===== src/rtl/alu_result_stage.sv =====
// Registered result stage behind the combinational alu: flags register, carry feedback and a
// 2-entry writeback FIFO. Optional sticky overflow trap enabled by ALU_RESULT_STAGE_OVF_TRAP_EN.
module alu_result_stage #(
  parameter int unsigned width       = 32,
  parameter int unsigned flags_width = 5,
  parameter int unsigned dst_width   = 4
) (
  input  logic                   clk,
  input  logic                   rst_n,
  input  logic                   in_valid,
  output logic                   in_ready,
  input  logic                   in_wb_en,
  input  logic [dst_width-1:0]   in_dst,
  input  logic [flags_width-1:0] in_flags_mask,
  input  logic [width-1:0]       alu_out,
  input  logic [flags_width-1:0] alu_flags,
  output logic                   carry_out,
  output logic [flags_width-1:0] flags_q,
  input  logic                   flush,
  output logic                   out_valid,
  input  logic                   out_ready,
  output logic [width-1:0]       out_data,
  output logic [dst_width-1:0]   out_dst,
  output logic                   ovf_trap,
  input  logic                   trap_clr
);

  localparam int unsigned depth = 2;

  typedef struct packed {
    logic [width-1:0]     data;
    logic [dst_width-1:0] dst;
  } entry_t;

  typedef enum logic [1:0] {
    EMPTY = 2'd0,
    ONE   = 2'd1,
    FULL  = 2'd2
  } fifo_st_e;

  fifo_st_e st_q, st_d;

  logic   wr_ptr_q, wr_ptr_d;
  logic   rd_ptr_q, rd_ptr_d;
  entry_t mem_q [depth];
  entry_t mem_d [depth];
  entry_t head_q, head_d;

  logic                   out_valid_q, out_valid_d;
  logic [flags_width-1:0] flags_d;

  logic accept_c;
  logic push_c;
  logic pop_c;

  // Ready depends only on registered occupancy, never on out_ready.
  assign in_ready = (st_q != FULL) | ~in_wb_en;
  assign accept_c = in_valid & in_ready;
  assign push_c   = accept_c & in_wb_en;
  assign pop_c    = out_valid_q & out_ready;

  // FIFO occupancy state register
  always_ff @(posedge clk or negedge rst_n) begin
    if (!rst_n) begin
      st_q <= EMPTY;
    end else begin
      st_q <= st_d;
    end
  end

  // FIFO occupancy next state; flush overrides any push/pop
  always_comb begin
    st_d = st_q;
    if (flush) begin
      st_d = EMPTY;
    end else begin
      unique case (st_q)
        EMPTY:   if (push_c) st_d = ONE;
        ONE: begin
          if (push_c && !pop_c)      st_d = FULL;
          else if (pop_c && !push_c) st_d = EMPTY;
        end
        FULL:    if (pop_c) st_d = ONE;
        default: st_d = EMPTY;
      endcase
    end
  end

  // Pointer/storage/head next values derived from the occupancy transition
  always_comb begin
    wr_ptr_d = wr_ptr_q;
    rd_ptr_d = rd_ptr_q;
    mem_d    = mem_q;
    if (flush) begin
      wr_ptr_d = 1'b0;
      rd_ptr_d = 1'b0;
    end else begin
      if (push_c) begin
        mem_d[wr_ptr_q] = '{data: alu_out, dst: in_dst};
        wr_ptr_d        = wr_ptr_q + 1'b1;
      end
      if (pop_c) begin
        rd_ptr_d = rd_ptr_q + 1'b1;
      end
    end
    out_valid_d = (st_d != EMPTY);
    head_d      = mem_d[rd_ptr_d];
  end

  // Flags merge under mask; applies even in a flush cycle
  always_comb begin
    flags_d = flags_q;
    if (accept_c) begin
      flags_d = (flags_q & ~in_flags_mask) | (alu_flags & in_flags_mask);
    end
  end

  always_ff @(posedge clk or negedge rst_n) begin
    if (!rst_n) begin
      wr_ptr_q    <= 1'b0;
      rd_ptr_q    <= 1'b0;
      for (int i = 0; i < int'(depth); i++) begin
        mem_q[i] <= '0;
      end
      head_q      <= '0;
      out_valid_q <= 1'b0;
      flags_q     <= '0;
    end else begin
      wr_ptr_q    <= wr_ptr_d;
      rd_ptr_q    <= rd_ptr_d;
      mem_q       <= mem_d;
      head_q      <= head_d;
      out_valid_q <= out_valid_d;
      flags_q     <= flags_d;
    end
  end

  assign out_valid = out_valid_q;
  assign out_data  = head_q.data;
  assign out_dst   = head_q.dst;
  assign carry_out = flags_q[0];

`ifdef ALU_RESULT_STAGE_OVF_TRAP_EN
  logic ovf_trap_q, ovf_trap_d;

  // Sticky trap; a new overflow wins over a same-cycle clear
  always_comb begin
    ovf_trap_d = ovf_trap_q;
    if (accept_c && alu_flags[1] && in_flags_mask[1]) begin
      ovf_trap_d = 1'b1;
    end else if (trap_clr) begin
      ovf_trap_d = 1'b0;
    end
  end

  always_ff @(posedge clk or negedge rst_n) begin
    if (!rst_n) begin
      ovf_trap_q <= 1'b0;
    end else begin
      ovf_trap_q <= ovf_trap_d;
    end
  end

  assign ovf_trap = ovf_trap_q;
`else
  logic unused_trap_clr;

  assign unused_trap_clr = trap_clr;
  assign ovf_trap        = 1'b0;
`endif

endmodule


===== config.mk =====
export PLATFORM = sky130hd
export DESIGN_NAME = alu_result_stage
export DESIGN_NICKNAME = d
export VERILOG_FILES = /design/src/rtl/alu_result_stage.sv
export SDC_FILE = /design/constraint.sdc
export NUM_CORES = 1
export LEC_CHECK = 0
export ABC_CLOCK_PERIOD_IN_PS = 2340
export CAP_MARGIN = 40
export CORE_UTILIZATION = 51
export DETAILED_ROUTE_END_ITERATION = 7
export PLACE_DENSITY_LB_ADDON = 0.1
export SLEW_MARGIN = 5
export SYNTH_ARGS = -nofsm -noshare
export SYNTH_HDL_FRONTEND = slang
export SYNTH_SLANG_ARGS = --single-unit

===== constraint.sdc =====
create_clock -name clk -period 2.34 [get_ports clk]
set_input_delay 0.468 -clock clk [delete_from_list [all_inputs] [get_ports clk]]
set_output_delay 0.468 -clock clk [all_outputs]
set_load 0.005 [all_outputs]

After elaboration in Yosys (flattened, before gate mapping)
Index checks and enable logic that the tools add are counted.
- word-level logic and storage cells: 56
- bits in registers: 118
- output and inout bits: 45
- add/sub/neg operators: 2
- bitwise logic cells: 11
- multiplexer cells: 18
- reduce and logical (&&, ||, !) cells: 8
- eq/ne operators: 3
- $lt $le $gt $ge: 3
- operators with widths (cell ; number):
    2-to-1 mux 36 bit ; 4
    2-to-1 mux 72 bit ; 2
    bitwise mux 72 bit ; 1
    demux 36 bit (select 1 bit) ; 1
    bitwise AND 5 bit ; 2
    2-to-1 mux 2 bit ; 5
    case mux 2 bit (3 select lines) ; 1
    NOT 5 bit ; 1
    OR 5 bit ; 1
    >= comparator 2 bit, second input constant ; 2
    2-to-1 mux 1 bit ; 4
    NOT 1 -> 2 bit ; 2
    nonzero test 2 bit ; 2
    bitwise AND 1 bit ; 3
    logical AND 1 bit ; 3
    adder 1 bit, second input constant ; 2
    == test 2 x 1 -> 1 bit, second input constant ; 1
    == test 2 bit, second input constant ; 1
    logical NOT 1 bit ; 2
    logical NOT 2 bit ; 1
    < comparator 2 x 1 -> 1 bit, second input constant ; 1
    inequality test 2 bit, second input constant ; 1
    NOT 1 bit ; 1
    OR 1 bit ; 1

Logic depth before layout (Yosys ltp)
- word-level depth: 11
- gate-level depth with buffers: 7

Least setup slack after synthesis
No wires, ideal clock.
- path kind: in2reg
- from: input port flush
- to: register mem_q[10] (netlist name)
- required time: 2.215 ns
- slack: 0.491 ns
- library setup time: 0.125 ns
- arrival time: 1.724 ns
- stages: 5
- cell sequence: buf_4 nor4b_1 buf_4 buf_2 mux2_2
- RTL lines (item ; RTL line ; RTL):
    start: declaration ; 19 ; input logic flush,
    end signal: assignment ; 131 ; mem_q <= mem_d;
    end: declaration ; 45 ; entry_t mem_q [depth];

Worst setup path in the final report
- from: register st_q[1]
- to: output port in_ready
- longest elaborated chain between the ends: 2
- RTL lines (item ; RTL line ; RTL):
    start: declaration ; 41 ; fifo_st_e st_q, st_d;
    start signal: assignment ; 67 ; st_q <= st_d;
    inequality test 2 bit ; 57 ; assign in_ready = (st_q != FULL) | ~in_wb_en;
    OR 1 bit ; 57 ;
    end: declaration ; 11 ; output logic in_ready,
No other way between the ends.

==> reports/metrics.csv <==
metric,value,unit
Yosys top cell area share,60.4,%
CP bufs+invs,1,
vias per cell,5.27,
Required @ worst endpoint,1.87,ns
CP top delay family,buffers and inverters,
CP endpoint kind,output port,
hold_ws,-0.0285,ns
dpl cells,617,
Starting Density,52.9,%
Synth async-reset ratio,100,%
Synth Net Count,454,
clock buffer depth,2,
kind of start point of the critical path,register,
Synth cell types,32,
Multi-input gate area,1790,um^2
WS Path Type,register to output port,
largest net degree at the start of global routing,119,
final setup vio count,0,
Fin. Hold Viols,3,
CTS Buf Count,17,
largest family of logic cells by synthesized area,simple AND/OR/NAND/NOR gates,
register bit count reported by yosys,118,
initial antenna violation count,0,
die footprint,9980,um^2
pwr/cell area,954,nW/um^2
Final nets,560,
FF/Latch Area,2950,um^2
"Reg clk slew, reported paths",0.06,ns
share of cells above drive strength 1,20.6,%
die width,99.9,um
hold buffers post-CTS,0,
Die Span Y,99.9,um
"Slew Viols, Final",0,
XOR/XNOR Fraction of Synth Area,0.179,%
max-slew headroom at the worst pin,54.9,%
number of global-route vias before repair,3633,
crit path DAT,1.72,ns
CTS tree,done,
WL final,10400,um
skew final,0.00872,ns
Max IR drop VDD,0.000607,V
filler cell count,634,
total global-route track usage,23.0,%
antenna-violating nets left,0,
Detailed Route Iter0 Violations,148,
GPL Wtd Cong,0.707,
max incr delay on CP,0.45,ns
CP max FO,7,
WL/cell,16.0,um
synth warn,0,
Adder-Cell Fraction of Synth Area,0,%
Synth area leaders,"dfrtp_1 (60%), mux2_2 (9.4%), nand2_1 (9.0%), o221a_1 (6.9%), nand3b_1 (5.5%)",
syn_area_per_cell,12.2,um^2
Crit-path slowest cell,clkdlybuf4s50_1,
violated checks,negative hold slack,
DRC,0,
synthesized cell area,4890,um^2
number of flops mapped to enable cells by yosys,0,
cell taking the most area after synthesis,dfrtp_1,
post-CTS setup buffer count,0,
# clock sinks,118,
post-synthesis sequential area ratio,60.4,%
Leak,0.00302,uW
Hold Path Class,primary input to asynchronous set/reset pin,
I/O pin count,98,
Synth Flop Type,dfrtp_1,
Core Box Area,9240,um^2
period utilization,93.7,%
Buffers on Ports,95,
Initial DRT Pass Iterations,4,
MaxCap Viol Count,0,
vias after detailed routing,3418,
Area Overhead vs Synth,36.7,%
pin slew with the least headroom to its limit,0.676,ns
status,"finished, violations left",
htree depth,4,
RSZ-0062 raised after global routing,false,
ant diodes,0,
first-pass GRT wire length,17500,um
Synth Area in Compound Gates,9.42,%
critical-path cell list,"nor2b_4, nand2_1, clkdlybuf4s50_1",
GRT overflow,0,
post-synthesis mux area share,10.1,%
setup TNS,0,ns
Root Driver,clkbuf_8,
latest clock arrival within the worst-skew pair,0.51,ns
HPWL after detailed placement,6260,um
fmax,456,MHz
Post-Synth Simple-Gate Area,16.4,%
Final min period,2.19,ns
Finished Layout Cells,649,
# rows,35,
Gate Count Post-Synth,401,
post-cts resize count,0,
placed cells by master (no fill, tap or decap), types with 3 or more instances in the layout:
master / instances
nand3b_1: 36
mux2_2: 41
nand2_1: 117
buf_12: 7
clkinvlp_4: 7
o221a_2: 6
o221a_1: 30
buf_4: 15
clkinv_4: 3
clkdlybuf4s50_1: 94
clkbuf_16: 16
dfrtp_1: 118
layout make-up:
| type | count | share of cell area [%] |
|---|---|---|
| Timing Repair Buffer | 116 | 17.9 |
| Tap cell | 129 | 2.42 |
| Inverter | 1 | 0.0562 |
| Clock buffer | 18 | 6.40 |
| Multi-Input combinational cell | 253 | 26.8 |
| Clock inverter | 14 | 2.28 |
| Sequential cell | 118 | 44.2 |
metrics by stage:
step	util, %	hold slack (ns)	total power [uW]	setup slack (ns)	instance area [um^2]
after CTS	72.3	0.0651	6440	0.112	6680
final	72.3	-0.0285	6370	0.147	6680
after detailed placement	66.0	0.453	3930	0.000167	6100
after floorplan	-	0.172	3280	0.491	4890
after global placement	66.0	0.448	3870	0.0196	6100
after global routing	72.3	0.0821	6690	0.0448	6680
synth_stat cells (2+ instances only):
library cell  number
dfrtp_1          118
nand2_1          117
mux2_2            41
nand3b_1          36
o221a_1           30
buf_2             12
clkbuf_1           8
o221a_2            6
buf_4              4
buf_6              3
a21boi_0           2
a21oi_1            2
buf_1              2
nor2_1             2
worst paths after layout:
check	cells past startpoint	startpoint	slack (ns)	endpoint
max	3	st_q[1]	0.15	in_ready
min	2	rst_n	-0.03	asynchronous set/reset pin
max in group asynchronous	2	rst_n	1.80	out_data[31]
max reg2reg	5	st_q[1]	0.40	out_data[26]
min in group clk	2	mem_q[57]	0.46	mem_q[57]
min reg2reg	2	mem_q[57]	0.46	mem_q[57]
flip-flops by register name (all words and copies together), names as in the netlist, named ones only:
signal     count
mem_q         72
wr_ptr_q       1
rd_ptr_q       1
out_data      32
st_q           2
out_dst        4
out_valid      1
worst reg2reg max path, stage by stage (launching register included):
cell and delay (ns):
dfrtp_1 0.42, nor2b_4 0.18, or4_2 0.69, buf_4 0.28, nand3b_1 0.13, o221a_1 0.18
report_power, final:
part | internal, uW | switching (uW)
Sequential | 2500 | 203
Clock | 1540 | 941
Combinational | 768 | 421
cell families (layout without fill, tap and decap cells):
| kind of cell | count (synthesis) | in the layout |
|---|---|---|
| XOR/XNOR | 1 | 1 |
| other | 1 | 1 |
| flip-flops | 118 | 118 |
| multiplexers | 43 | 43 |
| AND/OR/NAND/NOR | 164 | 164 |
| buffers and inverters | 30 | 149 |
| AO/OA/AOI/OAI | 44 | 44 |
routing by layer:
layer | share of wire, % | track usage (%) | vias to the layer above
li1 | - | - | 1614
met1 | 44 | 29.5 | 1711
met2 | 50 | 37.3 | 80
met3 | 4.8 | 6.48 | 13
met4 | 1.6 | 8.71 | 0
met5 | 0 | 0 | -
No activity file was read; power rests on OpenSTA's default activity.
